File: config.mk
export PLATFORM = sky130hd
export DESIGN_NAME = uart_rx
export DESIGN_NICKNAME = d
export VERILOG_FILES = /design/src/rtl/uart_rx.sv
export SDC_FILE = /design/constraint.sdc
export NUM_CORES = 1
export LEC_CHECK = 0
export CORE_UTILIZATION = 54
export DETAILED_ROUTE_END_ITERATION = 12
export PLACE_DENSITY_LB_ADDON = 0.2
export SYNTH_ARGS = -nofsm -noshare
export SYNTH_HDL_FRONTEND = slang
export SYNTH_SLANG_ARGS = --single-unit
File: constraint.sdc
create_clock -name clk -period 2 [get_ports clk]
set_input_delay 0.4 -clock clk [delete_from_list [all_inputs] [get_ports clk]]
set_output_delay 0.4 -clock clk [all_outputs]
set_load 0.01 [all_outputs]
File: src/rtl/uart_rx.sv
// 8N1 UART receiver: 2-flop input synchronizer, mid-bit sampling FSM,
// registered data/valid/frame_err/busy outputs.
module uart_rx #(
    parameter int CLKS_PER_BIT = 16
) (
    input  logic       clk,
    input  logic       rst_n,
    input  logic       rx,
    output logic [7:0] data,
    output logic       valid,
    output logic       frame_err,
    output logic       busy
);

    localparam int CNT_W = $clog2(CLKS_PER_BIT);
    localparam logic [CNT_W-1:0] HALF_CNT = CNT_W'(CLKS_PER_BIT / 2 - 1);
    localparam logic [CNT_W-1:0] LAST_CNT = CNT_W'(CLKS_PER_BIT - 1);

    typedef enum logic [1:0] {IDLE, START, DATA, STOP} state_t;

    state_t           state, state_n;
    logic [CNT_W-1:0] cnt, cnt_n;
    logic [2:0]       idx, idx_n;
    logic [7:0]       shift, shift_n;
    logic [7:0]       data_n;
    logic             valid_n, frame_err_n;
    logic             rx_meta, rx_s;

    // Synchronizer resets to the idle-high level so reset release never looks like a start edge.
    always_ff @(posedge clk or negedge rst_n) begin
        if (!rst_n) begin
            rx_meta <= 1'b1;
            rx_s    <= 1'b1;
        end else begin
            rx_meta <= rx;
            rx_s    <= rx_meta;
        end
    end

    // NOTE: sequential state uses non-blocking assignments so every register samples pre-edge values.
    always_ff @(posedge clk or negedge rst_n) begin
        if (!rst_n) begin
            state     <= IDLE;
            cnt       <= '0;
            idx       <= '0;
            shift     <= '0;
            data      <= '0;
            valid     <= 1'b0;
            frame_err <= 1'b0;
            busy      <= 1'b0;
        end else begin
            state     <= state_n;
            cnt       <= cnt_n;
            idx       <= idx_n;
            shift     <= shift_n;
            data      <= data_n;
            valid     <= valid_n;
            frame_err <= frame_err_n;
            busy      <= (state_n != IDLE);
        end
    end

    always_comb begin
        // NOTE: every combinational output gets a default first so no path infers a latch.
        state_n     = state;
        cnt_n       = cnt + CNT_W'(1);
        idx_n       = idx;
        shift_n     = shift;
        data_n      = data;
        valid_n     = 1'b0;
        frame_err_n = 1'b0;

        unique case (state)
            IDLE: begin
                cnt_n = '0;
                if (!rx_s) state_n = START;
            end
            START: begin
                if (cnt == HALF_CNT) begin
                    cnt_n   = '0;
                    idx_n   = '0;
                    // A line back high at mid start bit was only a glitch.
                    state_n = rx_s ? IDLE : DATA;
                end
            end
            DATA: begin
                if (cnt == LAST_CNT) begin
                    cnt_n        = '0;
                    shift_n[idx] = rx_s;
                    idx_n        = idx + 3'd1;
                    if (idx == 3'd7) state_n = STOP;
                end
            end
            STOP: begin
                if (cnt == LAST_CNT) begin
                    cnt_n   = '0;
                    state_n = IDLE;
                    if (rx_s) begin
                        data_n  = shift;
                        valid_n = 1'b1;
                    end else begin
                        frame_err_n = 1'b1;
                    end
                end
            end
            default: state_n = IDLE;
        endcase
    end

endmodule

==> Yosys cells after proc, flatten, opt, wreduce, memory -nomap -nowiden <==
Index checks and enable logic that the tools add are counted.
W data, S select, Z words.
{ "classes": {"muxes": 22, "eq_ne": 8, "n_addsub": 2, "n_lt_le_gt_ge": 2, "reduce_logical": 8} }
{ "op_table": {"columns": ["cell", "count"], "rows": [
  ["$mux W2", 6],
  ["$pmux W4 S3", 1],
  ["$bwmux W8", 1],
  ["$mux W4", 2],
  ["$pmux W2 S4", 1],
  ["$mux W1", 7],
  ["$mux W3", 2],
  ["$pmux W3 S2", 1],
  ["$reduce_and A3 Y1", 2],
  ["$add A4 B1 Y4 const B", 1],
  ["$eq A2 B2 Y1 const B", 2],
  ["$eq A4 B3 Y1 const B", 1],
  ["$eq A4 B4 Y1 const B", 1],
  ["$lt A3 B4 Y1 const B", 1],
  ["$ne A2 B2 Y1 const B", 2],
  ["$reduce_bool A2 Y1", 2],
  ["$add A3 B1 Y3 const B", 1],
  ["$demux W1 S3", 1],
  ["$eq A3 B3 Y1 const B", 1],
  ["$ge A3 B1 Y1 const B", 1],
  ["$eq A2 B1 Y1 const B", 1],
  ["$logic_not A2 Y1", 1],
  ["$reduce_and A2 Y1", 1],
  ["$reduce_or A2 Y1", 1],
  ["$logic_and A1 B1 Y1", 1]
]} }
{ "word_totals": {"input_bits": 3, "output_inout_bits": 11, "ff_bits": 30, "elab_cells": 52} }

==> Longest topological paths before layout <==
{ "logic_depth": {"word_depth": 5, "depth_mapped": 5, "ltp_nobuf": 4} }

==> Worst setup path after synthesis <==
OpenSTA, ideal clock, no wires.
{ "synth_path": {"path_type": "reg-to-reg", "from": "register cnt[0]", "to": "register data[0]", "setup_ns": 0.125, "setup_slack_ns": 0.425, "period_less_slack_ns": 1.575, "n_path_buf": 1, "t_required_ns": 1.875, "stages_incl_launch_ff": 6, "arrival_time_ns": 1.451, "path_cell_list": "dfrtp_1 ha_1 buf_4 nand3_4 nor3_4 mux2_2"} }
{ "synth_via": {"elab_chain_len": 2} }
{ "synth_lines": {"columns": ["item", "line_no", "text"], "rows": [
  ["from (decl)", "22", "logic [CNT_W-1:0] cnt, cnt_n;"],
  ["from (signal assigned)", "53", "cnt <= cnt_n;"],
  ["$eq A4 B4 Y1", "95", "if (cnt == LAST_CNT) begin"],
  ["$reduce_and A3 Y1 (no source line)", null, null],
  ["to (signal assigned)", "56", "data <= data_n;"],
  ["to (decl)", "9", "output logic [7:0] data,"]
]} }
No other way between the ends.
A chain may end at the register's enable or synchronous reset.

==> Worst setup path after layout <==
{ "layout_path": {"from": "register cnt[0]", "to": "register shift[4]"} }
{ "layout_via": {"elab_chain_len": 2} }
{ "layout_lines": {"columns": ["item", "line_no", "text"], "rows": [
  ["$eq A4 B4 Y1", "87", "if (cnt == LAST_CNT) begin"],
  ["$reduce_and A2 Y1 (no source line)", null, null],
  ["to (signal assigned)", "55", "shift <= shift_n;"],
  ["to (decl)", "24", "logic [7:0] shift, shift_n;"]
]} }
No other way between the ends.

==> out/metrics.yaml <==
status:
  outcome: "complete, no violations"
finish:
  drive_gt1_frac: 0.214
  insertedDiodeCount: 0
  finalInstanceArea_sq_um: 1550
  net_count_of_the_finished_layout: 131
  synthToLayoutAreaGrowth_pct: 16.9
  fin_util: 0.688
placement:
  post-place-ws_ps: 145
  hpwlAfterDp_mm: 1.68
  post_dp_cell_area_sq_um: 1490
  io_buffer_count: 13
  gp_congestion: 0.857
synth:
  synth_area_per_cell_sq_um: 12.4
  synth_area_leaders: "dfrtp_1 (53%), mux2_2 (10%), dfstp_2 (4.0%)"
  post_syn_nets: 113
  netlist.top_cell.by_area: "dfrtp_1"
  syn-instance-count: 107
  synth-seq-area-share: 0.568
  syn-cell-area_sq_um: 1330
  syn_warnings: 0
  synth_enable_flop_cells: 0
  synth_top_flop_cell: "dfrtp_1"
  synth.ff_latch_count: 30
  synth_top_cells_by_count: "dfrtp_1 (28), mux2_2 (12), nor2_1 (9)"
  asyncSetResetFlopFracSynth: 1.00
  synthDominantCellAreaShare: 0.528
  synth_most_common_cell: "dfrtp_1"
  synth_cell_type_count: 33
global_route:
  globalRouteTotalUtil: 0.224
  grt_first_pass_wirelength_mm: 4.10
  first_global_vias: 896
  gr-total-overflow: 0
  grt_antenna_before_repair: 0
  grt_max_degree: 31
hold_path:
  min-delay-start: "rx_meta$_DFF_PN1_"
  hold_end: "rx_s$_DFF_PN1_"
  min_path_cells: 0
  hold_path_class: "reg -> reg"
critical_path:
  worst_reg_to_reg_path_cell_count: 4
  arrival_time_of_the_worst_setup_path_ps: 2080
  cp.required_ps: 2220
  largest_incremental_delay_on_the_critical_path_ps: 420
  setup.worst_path.class: "reg -> reg"
  endpoint_kind: "flip-flop"
  timing.critical_path.from_type: "flip-flop"
  crit-reg2reg-launch: "cnt[0]$_DFF_PN0_"
  crit_fanout: 10
  reg2reg_setup_slack_ps: 140
  cp_slowest_cell: "ha_1"
  regToRegEndpoint: "shift[4]$_DFFE_PN0P_"
  critical_path.startpoint: "cnt[0]$_DFF_PN0_"
  timing.critical_path.cells: "ha_1 > nand2_1 > nor4_1 > mux2_2"
floorplanning:
  chipWidth_microns: 51.6
  io_pins: 14
  die_area_sq_um: 2660
  die_height_microns: 51.6
  floorplan.rows: 17
  core_area_sq_um: 2250
  floorplan.initialDensity: 0.588
clock_tree:
  cts.htree.levels: 2
  cts_repair_resize_count: 0
  postCtsSetupBuffers: 0
  cts_num_sinks: 30
  clk_pin_slew_ps: 90
  cts_max_path_buffers: 2
  hold_buffers: 0
  cts_buffers: 5
  cts_tree: "yes"
  clock_insertion_delay_worst_skew_ps: 330
  cts_root_buffer: "clkbuf_4"
drt:
  initialDrtViolationCount: 11
  drtPass1Iterations: 4
  drt_drc_violations_left: 0
  via_per_instance_ratio: 5.86
  wl_per_cell_microns: 15.8
  dr_total_vias: 902
  wirelength_mm: 2.43
  ant_nets: 0
sta:
  tightestPinTransition_ps: 435
  setup_tns_ps: 0
  setup_ws_ps: 136
  final-max-slew-violation-count: 0
  setup_violations: 0
  achievable-frequency_mhz: 537
  final-hold-violation-count: 0
  slew_limit_headroom: 0.709
  final.setup_skew_ps: 3.29
  unrepaired_setup_endpoints_after_global_routing: "no"
  hold_slack_ps: 361
  min_period_over_period: 0.932
  timing.final.crit_period_ps: 1860
power_and_ir_drop:
  cellLeakagePower_nw: 0.670
  pwr_density_cell_nw_per_um2: 963
  max-vdd-ir-drop_mv: 0.770
job:
  cap_violations: 0
==> layout by cell type (no fill, tap or decap), types with 2 or more instances in the layout <==
| master | n |
|---|---|
| a211oi_1 | 3 |
| buf_4 | 3 |
| nor4_1 | 2 |
| a21oi_1 | 4 |
| nand2_1 | 2 |
| ha_1 | 3 |
| mux2_2 | 12 |
| o21ai_0 | 4 |
| dfrtp_1 | 28 |
| nand4b_1 | 3 |
| clkdlybuf4s50_1 | 13 |
| xnor2_1 | 2 |
| nor3_1 | 3 |
| nor2b_1 | 3 |
| inv_1 | 2 |
| o32ai_1 | 2 |
| dfstp_2 | 2 |
| nor2_1 | 9 |
| o31ai_1 | 4 |
| nand3_1 | 2 |
| clkbuf_4 | 5 |
==> kinds of logic after synthesis <==
logic type      after synthesis  synth area share
simple gates                 31             0.151
mux                          12             0.102
xor+xnor                      2            0.0132
fa+ha+maj                     3            0.0283
buf+inv                       7            0.0236
compound gates               22             0.114
flops                        30             0.568
==> worst max-delay path, delay by kind of cell, from the launching register on <==
kind          cells  cell delay, ps
mux               1             380
simple gates      2             580
fa+ha+maj         1             420
flops             1             380
==> report_power, final <==
group | total (mW) | internal, mW | leakage (nW) | switching [mW]
clock | 0.368 | 0.170 | 0.0353 | 0.198
sequential | 0.774 | 0.671 | 0.393 | 0.104
combinational | 0.352 | 0.152 | 0.242 | 0.199
total | 1.49 | 0.993 | 0.670 | 0.501
==> layer usage <==
metal / track usage / up-vias / share of wire
li1: - / 435 / -
met1: 0.274 / 438 / 0.45
met2: 0.342 / 23 / 0.48
met3: 0.0906 / 6 / 0.049
met4: 0.108 / 0 / 0.016
met5: 0 / - / 0
==> stage by stage <==
step | power (mW) | std cells
after floorplan | 1.03 | 107
after global placement | 1.10 | 146
after detailed placement | 1.13 | 146
after CTS | 1.50 | 154
after global routing | 1.59 | 154
final | 1.49 | 154
==> how the worst max path moves through the flow <==
stage / to
after floorplan: data[0]$_DFFE_PN0P_
after global placement: data[6]$_DFFE_PN0P_
after detailed placement: data[1]$_DFFE_PN0P_
after CTS: data[1]$_DFFE_PN0P_
after global routing: shift[4]$_DFFE_PN0P_
final: shift[4]$_DFFE_PN0P_
==> layout make-up <==
| class | instances | area (sq um) |
|---|---|---|
| tap | 28 | 35.0 |
| multi-input combinational | 70 | 542 |
| timing repair buffer | 16 | 153 |
| clock inverter | 1 | 5.00 |
| inverter | 2 | 7.51 |
| clock buffer | 7 | 55.1 |
| fill | 179 | 704 |
| sequential | 30 | 753 |
==> state kept, by name (all words and copies together) (netlist names) <==
register and count:
data 8, valid 1, busy 1, rx_s 1
shift 8, idx 3, frame_err 1, rx_meta 1
cnt 4, state 2
Note: power is estimated with default switching activity, not from simulation.
